## src/rtl/seg_counter_scan.sv

```systemverilog
// Debounced up/down/clear BCD counter over 1..4 digits with modulo wrap,
// driving a time-multiplexed common-anode 7-segment display (active-low).
module seg_counter_scan #(
  parameter int DIGITS      = 4,
  parameter int MODULO      = 10000,
  parameter int SAMPLE_DIV  = 250000,
  parameter int DEB_SAMPLES = 4,
  parameter int SCAN_DIV    = 50000,
  parameter int BLANK_LZ    = 1
) (
  input  logic        clk_50mhz,
  input  logic        rst_n,
  input  logic        btn0,
  input  logic        btn1,
  input  logic        btn2,
  output logic [6:0]  seg,
  output logic [3:0]  key0,
  output logic [15:0] count_bcd
);

  localparam int SAMPLE_W = $clog2(SAMPLE_DIV);
  localparam int DEB_W    = $clog2(DEB_SAMPLES);
  localparam int SCAN_W   = $clog2(SCAN_DIV);

  function automatic logic [15:0] to_bcd(input int v);
    int t;
    logic [15:0] r;
    t = v;
    r = '0;
    for (int i = 0; i < 4; i++) begin
      r[i*4 +: 4] = 4'(t % 10);
      t = t / 10;
    end
    return r;
  endfunction

  localparam logic [15:0] MAX_BCD = to_bcd(MODULO - 1);

  function automatic logic [6:0] decode(input logic [3:0] n);
    case (n)
      4'd0:    decode = 7'b0000001;
      4'd1:    decode = 7'b1001111;
      4'd2:    decode = 7'b0010010;
      4'd3:    decode = 7'b0000110;
      4'd4:    decode = 7'b1001100;
      4'd5:    decode = 7'b0100100;
      4'd6:    decode = 7'b1100000;
      4'd7:    decode = 7'b0001111;
      4'd8:    decode = 7'b0000000;
      4'd9:    decode = 7'b0001100;
      default: decode = 7'b1111111;
    endcase
  endfunction

  // Sample tick divider: strobe is high during the last cycle of each period.
  logic [SAMPLE_W-1:0] sample_cnt;
  logic                tick;

  assign tick = (sample_cnt == SAMPLE_W'(SAMPLE_DIV - 1));

  always_ff @(posedge clk_50mhz or negedge rst_n) begin
    if (!rst_n) begin
      sample_cnt <= '0;
    end else if (tick) begin
      sample_cnt <= '0;
    end else begin
      sample_cnt <= sample_cnt + SAMPLE_W'(1);
    end
  end

  // Bit order in the per-button vectors: [0]=inc, [1]=dec, [2]=clear.
  logic [2:0]       sync1, sync2, deb, press;
  logic [DEB_W-1:0] run [3];

  always_ff @(posedge clk_50mhz or negedge rst_n) begin
    if (!rst_n) begin
      sync1 <= '0;
      sync2 <= '0;
      deb   <= '0;
      press <= '0;
      for (int i = 0; i < 3; i++) run[i] <= '0;
    end else begin
      sync1 <= {btn2, btn1, btn0};
      sync2 <= sync1;
      press <= '0;
      if (tick) begin
        for (int i = 0; i < 3; i++) begin
          if (sync2[i] != deb[i]) begin
            if (run[i] == DEB_W'(DEB_SAMPLES - 1)) begin
              deb[i]   <= sync2[i];
              run[i]   <= '0;
              press[i] <= sync2[i];
            end else begin
              run[i] <= run[i] + DEB_W'(1);
            end
          end else begin
            run[i] <= '0;
          end
        end
      end
    end
  end

  // BCD successor/predecessor with per-nibble carry and borrow.
  logic [15:0] count, inc_val, dec_val;
  logic        carry, borrow;

  always_comb begin
    inc_val = count;
    dec_val = count;
    carry   = 1'b1;
    borrow  = 1'b1;
    for (int i = 0; i < 4; i++) begin
      if (carry) begin
        if (count[i*4 +: 4] == 4'd9) begin
          inc_val[i*4 +: 4] = 4'd0;
        end else begin
          inc_val[i*4 +: 4] = count[i*4 +: 4] + 4'd1;
          carry = 1'b0;
        end
      end
      if (borrow) begin
        if (count[i*4 +: 4] == 4'd0) begin
          dec_val[i*4 +: 4] = 4'd9;
        end else begin
          dec_val[i*4 +: 4] = count[i*4 +: 4] - 4'd1;
          borrow = 1'b0;
        end
      end
    end
    if (count == MAX_BCD) inc_val = '0;
    if (count == '0)      dec_val = MAX_BCD;
  end

  always_ff @(posedge clk_50mhz or negedge rst_n) begin
    if (!rst_n) begin
      count <= '0;
    end else if (press[2]) begin
      count <= '0;
    end else if (press[0] ^ press[1]) begin
      count <= press[0] ? inc_val : dec_val;
    end
  end

  assign count_bcd = count;

  // Display scan: one digit per SCAN_DIV cycles, seg and key0 registered together.
  logic [SCAN_W-1:0] scan_cnt;
  logic [1:0]        idx;
  logic [3:0]        nib;
  logic              blank;

  always_comb begin
    nib   = count[{idx, 2'b00} +: 4];
    blank = (BLANK_LZ != 0) && (idx != 2'd0) && ((count >> {idx, 2'b00}) == 16'd0);
  end

  always_ff @(posedge clk_50mhz or negedge rst_n) begin
    if (!rst_n) begin
      scan_cnt <= '0;
      idx      <= '0;
      key0     <= 4'b1111;
      seg      <= 7'b1111111;
    end else begin
      if (scan_cnt == SCAN_W'(SCAN_DIV - 1)) begin
        scan_cnt <= '0;
        idx      <= (idx == 2'(DIGITS - 1)) ? 2'd0 : idx + 2'd1;
      end else begin
        scan_cnt <= scan_cnt + SCAN_W'(1);
      end
      key0 <= ~(4'b1000 >> idx);
      seg  <= blank ? 7'b1111111 : decode(nib);
    end
  end

endmodule

```

## config.mk

```make
export PLATFORM = sky130hd
export DESIGN_NAME = seg_counter_scan
export DESIGN_NICKNAME = d
export VERILOG_FILES = /design/src/rtl/seg_counter_scan.sv
export SDC_FILE = /design/constraint.sdc
export NUM_CORES = 1
export LEC_CHECK = 0
export BUFFER_PORTS_ARGS = -buffer_cell sky130_fd_sc_hd__buf_4
export CORE_ASPECT_RATIO = 0.7
export CORE_MARGIN = 3
export CORE_UTILIZATION = 54
export CTS_BUF_LIST = sky130_fd_sc_hd__clkbuf_4 sky130_fd_sc_hd__clkbuf_8 sky130_fd_sc_hd__clkbuf_16
export CTS_CLUSTER_SIZE = 30
export DETAILED_ROUTE_END_ITERATION = 8
export HOLD_SLACK_MARGIN = 0.05
export PLACE_DENSITY = 0.84
export SETUP_SLACK_MARGIN = 0.4
export SLEW_MARGIN = 40
export SYNTH_ARGS = -nofsm -noshare
export SYNTH_HDL_FRONTEND = slang
export SYNTH_SLANG_ARGS = --single-unit
```

## constraint.sdc

```tcl
create_clock -name clk_50mhz -period 1.85 [get_ports clk_50mhz]
set_input_delay 0.0925 -clock clk_50mhz [delete_from_list [all_inputs] [get_ports clk_50mhz]]
set_output_delay 0.0925 -clock clk_50mhz [all_outputs]
set_load 0.01 [all_outputs]
```

# ---- Word-level counts from Yosys, hierarchy flattened
# Memories as Yosys holds them, arrays and structs flattened.
# Cells that the tools add are included.
dict set report totals {
  regBits 81
  rom_bits 112
  in_bits 5
  output_inout_bits 27
  wordCells 119
  memories 1
}
dict set report classes {
  n_addsub 14
  n_eq_ne 17
  shift 3
  muxes 46
  n_bitwise 2
  reduce_logical 18
}
# memory depth width read_ports rd_clocked_by_memory_dff wr line_no
set mem_list {}
lappend mem_list {{(name not given)} 16 7 1 0 0 40} ;# case (n)
# cell n
set ops {}
lappend ops {{$mux W16} 6}
lappend ops {{$mux W4} 14}
lappend ops {{$eq A16 B16 Y1 const B} 2}
lappend ops {{$logic_not A16 Y1} 2}
lappend ops {{$add A18 B1 Y18 const B} 1}
lappend ops {{$eq A18 B18 Y1 const B} 1}
lappend ops {{$mux W18} 1}
lappend ops {{$reduce_and A3 Y1} 6}
lappend ops {{$add A16 B1 Y16 const B} 1}
lappend ops {{$add A4 B1 Y4 const B} 4}
lappend ops {{$eq A4 B4 Y1 const B} 4}
lappend ops {{$logic_not A4 Y1} 4}
lappend ops {{$mux W1} 16}
lappend ops {{$shiftx A16 B5 Y4} 1}
lappend ops {{$shr A16 B4 Y16} 1}
lappend ops {{$sub A4 B1 Y4 const B} 4}
lappend ops {{$mux W2} 7}
lappend ops {{$ne A4 B1 Y1 const B} 3}
lappend ops {{$reduce_bool A4 Y1} 3}
lappend ops {{$add A2 B1 Y2 const B} 4}
lappend ops {{$eq A2 B2 Y1 const B} 4}
lappend ops {{$mux W7} 1}
lappend ops {{$not A4 Y4} 1}
lappend ops {{$reduce_bool A2 Y1} 2}
lappend ops {{other kinds (5)} 7}

# ---- Longest topological paths before layout
dict set report logic_depth {
  word_depth 9
  ltp_mapped 8
  mapped_depth_nobuf 7
}

# ---- Worst setup path after synthesis
# No wires, ideal clock.
dict set report synth_timing {
  kind {register to register}
  start {register count[8], in the netlist count_bcd[8]}
  end {register count[15], in the netlist count_bcd[15]}
  setup_time_ps 122
  t_arrival_ps 1883
  t_required_ps 1728
  slack_ps -155
  path_stages_with_launch 9
  n_path_buf 1
  period_less_slack_ps 2005
  cell_sequence {dfrtp_1 > clkbuf_1 > inv_1 > ha_1 > nor3b_1 > nand3_1 > a22oi_1 > nand2_1 > a32o_1}
}
dict set report synth_between {
  elab_chain_cells 5
  word_cells_on_any_way 16
  cone_classes {eq/ne: 3; mux: 9; reduce/logical: 4}
}
# element line_no
set synth_lines {}
lappend synth_lines {{from (decl)} 105} ;# logic [15:0] count, inc_val, dec_val;
lappend synth_lines {{from (signal assigned)} 141} ;# count <= press[0] ? inc_val : dec_val;
lappend synth_lines {{$eq A4 B4 Y1, or another cell as far along} 115} ;# if (count[i*4 +: 4] == 4'd9) begin
lappend synth_lines {{$mux W1, or another cell as far along} 115}
lappend synth_lines {{$mux W1, or another cell as far along} 114} ;# if (carry) begin
lappend synth_lines {{$ne A4 B1 Y1 (no line), or another cell as far along} -}
lappend synth_lines {{$reduce_and A3 Y1 (no line) or $mux W16 (tied branches)} -}
# Several ways; a longest one is shown, not always the timed one. The select of a mux whose other input is x is not followed.
# A chain may end at the register's enable or synchronous reset.

# ---- Worst setup path in the final report
dict set report layout_timing {
  start {register count[10], in the netlist count_bcd[10]}
  end {register seg[4]}
}
dict set report layout_between {
  elab_chain_cells 4
  word_cells_on_any_way 6
  cone_classes {shift: 2; mux: 1; reduce/logical: 2; memory: 1}
}
# element line_no
set layout_lines {}
lappend layout_lines {{parallel branches: the longest is 3 deep, another holds $mem_v2 Z16 W7} -}
lappend layout_lines {{$mux W7 (*)} 172} ;# seg <= blank ? 7'b1111111 : decode(nib);
lappend layout_lines {{to (signal assigned)} 172}
lappend layout_lines {{to (decl)} 16} ;# output logic [6:0] seg,
# Mark *: on every way between the ends.

==> impl_metrics.yaml <==
drt:
  drtIter0Drc: 429
  wire_per_inst_um: 20.3
  drt-pass1-iter-count: 5
  antenna_left: 0
  vias_per_cell: 6.23
  vias: 4253
  drc: 0
  routed_wirelength_um: 13900
layout:
  drive_above_1_share: 0.452
  final_nets: 612
  final_cells: 683
  areaGrowthSynthToFinish_pct: 41.4
  final_cell_area_um2: 6400
  antennaDiodeCount: 0
  nFillCells: 440
timing:
  fmax_ghz: 0.522
  hold_viol_final: 0
  maxSlewHeadroom: 0.606
  worst_slew_pin_slew_ns: 0.588
  finClkSkew_ns: 0.00896
  fin_crit_sh: 1.04
  period_needed_ns: 1.92
  final_max_slew_viol_count: 0
  setup_tns_ns: -0.223
  rsz0062_at_grt: "true"
  setup_violations: 6
  worst_slack_ns: -0.0656
power_and_ir_drop:
  powerDensity_nw_per_um2: 550
  vdd_drop_max_mv: 0.684
  p_leak_nw: 2.83
logic_synthesis:
  syn_inst: 464
  asyncSetResetFlopFracSynth: 1.00
  ys_seq_area_frac: 0.451
  synth_cell_type_count: 58
  synth_warnings: 0
  synth_edf_count: 0
  syn_area_um2: 4530
  ys_ff_latch: 81
  syn_nets: 499
  synth.avg_cell_area_um2: 9.76
  synth_flop_cell: "dfrtp_1"
worst_setup_path:
  slowest_stage: "mux4_2"
  cp.depth: 5
  reg2reg_to: "seg[4]$_DFF_PN1_"
  cp-start-kind: "flip-flop"
  r2r_setup_slack_ns: -0.07
  rr_startpoint: "count_bcd[10]$_DFFE_PN0P_"
  path_delay_family: "multiplexers"
  worstSetupStartpoint: "count_bcd[10]$_DFFE_PN0P_"
  crit_chain: "mux4_2 -> buf_4 -> nor2_1 -> and2_1 -> o21ai_0"
  end_kind: "flip-flop"
  cp_slowest_stage_delay_ns: 0.58
  ff2ff_path_depth: 5
  critical_path_buf_inv_count: 1
  critical_path_required_ns: 2.09
  cp.arrival_ns: 2.16
  path_max_fanout: 13
  critPathKind: "reg2reg"
run_status:
  violations: "negative setup slack"
  status: "finished with violations"
grt:
  grt_busiest_layer: "met2"
  met2_usage: 0.468
  grtUsageMet3: 0.0677
  grt_pass1_vias: 4065
  gr-total-overflow: 0
  grt_pass1_wl_um: 19900
  grt_max_degree: 44
  met1_usage: 0.318
  track_usage: 0.269
  antenna_found_initial: 0
clock_tree:
  clock_latency_ns: 0.35
  clk_pin_slew_worst_paths_ns: 0.07
  cts_tree: "done"
  clockBufferDepth: 2
  clockRootBuffer: "clkbuf_16"
  cts_max_level: 3
  cts_buffers: 9
  clock-sinks: 81
place:
  gp_congestion: 0.918
  hpwl_um: 7540
  io_buffer_count: 31
  dp_cells: 623
  post_dp_cell_area_um2: 5330
die:
  fp.coreArea_um2: 8010
  die_area_um2: 9540
  die_height_um: 82.6
  die_width_um: 115
  rows: 27
  ios: 32
  initial_core_util: 0.565
flow_run:
  max_cap_viol_count: 0
min_path:
  hold_path.class: "in2async"
[metal layers]
metal,routed length (um),share of wire
met5,0,0
met4,659,0.048
met3,793,0.057
met2,7010,0.51
met1,5410,0.39
[layout by cell type (no fill, tap or decap), types with 6 or more instances in the layout]
master     count
a21oi_1       14
a21oi_2       10
buf_4        101
buf_6         12
clkbuf_16      9
dfrtp_1       65
dfstp_2       11
ha_1          19
ha_4           8
inv_1         18
nand2_1       32
nand3_1       22
nand3_2        6
nand4_1        7
nor2_1        29
nor2_2         8
nor2_4        11
o21ai_0        7
o21ai_1       11
o31ai_1        7
xnor2_1       14
xor2_1        16
[synth_stat cells, types with 11 or more instances]
master,number,area share
inv_1,26,0.022
nand2_1,38,0.032
dfrtp_1,70,0.39
xnor2_1,14,0.027
clkbuf_1,15,0.012
nor2_1,48,0.040
ha_1,30,0.083
dfstp_2,11,0.064
a21oi_1,25,0.028
xor2_1,16,0.031
o21ai_0,21,0.023
nand3_1,28,0.031
[power breakdown]
part	internal [mW]	switching, mW
clock network	0.917	0.764
registers	1.78	0.00412
logic	0.0170	0.0401
[final cells by class]
| type | instances | area, um^2 | share of cell area |
|---|---|---|---|
| clock buffers | 9 | 225 | 0.0352 |
| clock inverters | 7 | 53.8 | 0.00841 |
| inverters | 26 | 108 | 0.0168 |
| multi-input cells | 339 | 2850 | 0.446 |
| flip-flops and latches | 81 | 2050 | 0.320 |
| well taps | 101 | 126 | 0.0197 |
| repair buffers | 120 | 988 | 0.154 |
[stage by stage]
step,util,worst slack (ns),hold WS [ns],power [mW]
after floorplan,-,-0.0212,-0.203,1.82
after global placement,0.666,0.0505,0.104,1.87
after detailed placement,0.666,-0.0161,0.110,1.87
after CTS,0.763,0.0411,0.284,3.54
after global routing,0.799,-0.150,0.320,3.61
final,0.799,-0.0656,0.260,3.52
[kinds of logic after synthesis]
kind of cell	count (synthesis)	share of synthesized area
and+or+nand+nor	180	0.212
AOI/OAI and AO/OA	90	0.126
muxes	9	0.0318
xor gates and xnor gates	30	0.0580
adders and majority gates	30	0.0829
DFF	81	0.451
buffers and inverters	44	0.0387
[what timing repair did]
item | in CTS | in global routing
endpoints found under the hold margin | 30 | 0
hold buffers | 4 | 0
pin swaps | 22 | 16
endpoints found under the setup margin | 56 | 62
buffers inserted | 32 | 8
resized for setup | 62 | 55
[flip-flops by register name, indices dropped and copies added (netlist names)]
| signal | count |
|---|---|
| idx | 2 |
| count_bcd | 16 |
| key0 | 4 |
| scan_cnt | 16 |
| seg | 7 |
| deb | 3 |
| sync1 | 3 |
| sync2 | 3 |
| run | 6 |
| press | 3 |
| sample_cnt | 18 |
[worst max path at each step]
stage | to | slack, ns
final | seg[4]$_DFF_PN1_ | -0.07
after global routing | seg[4]$_DFF_PN1_ | -0.15
after CTS | deb[0]$_DFFE_PN0P_ | 0.04
after detailed placement | seg[4]$_DFF_PN1_ | -0.02
after global placement | seg[6]$_DFF_PN1_ | 0.05
after floorplan | seg[6]$_DFF_PN1_ | -0.02
[worst reg2reg max path: stages, from the launching register on]
cell,delay [ns]
dfrtp_1,0.56
mux4_2,0.58
buf_4,0.16
nor2_1,0.13
and2_1,0.21
o21ai_0,0.16
(Power assumes the default switching activity.)
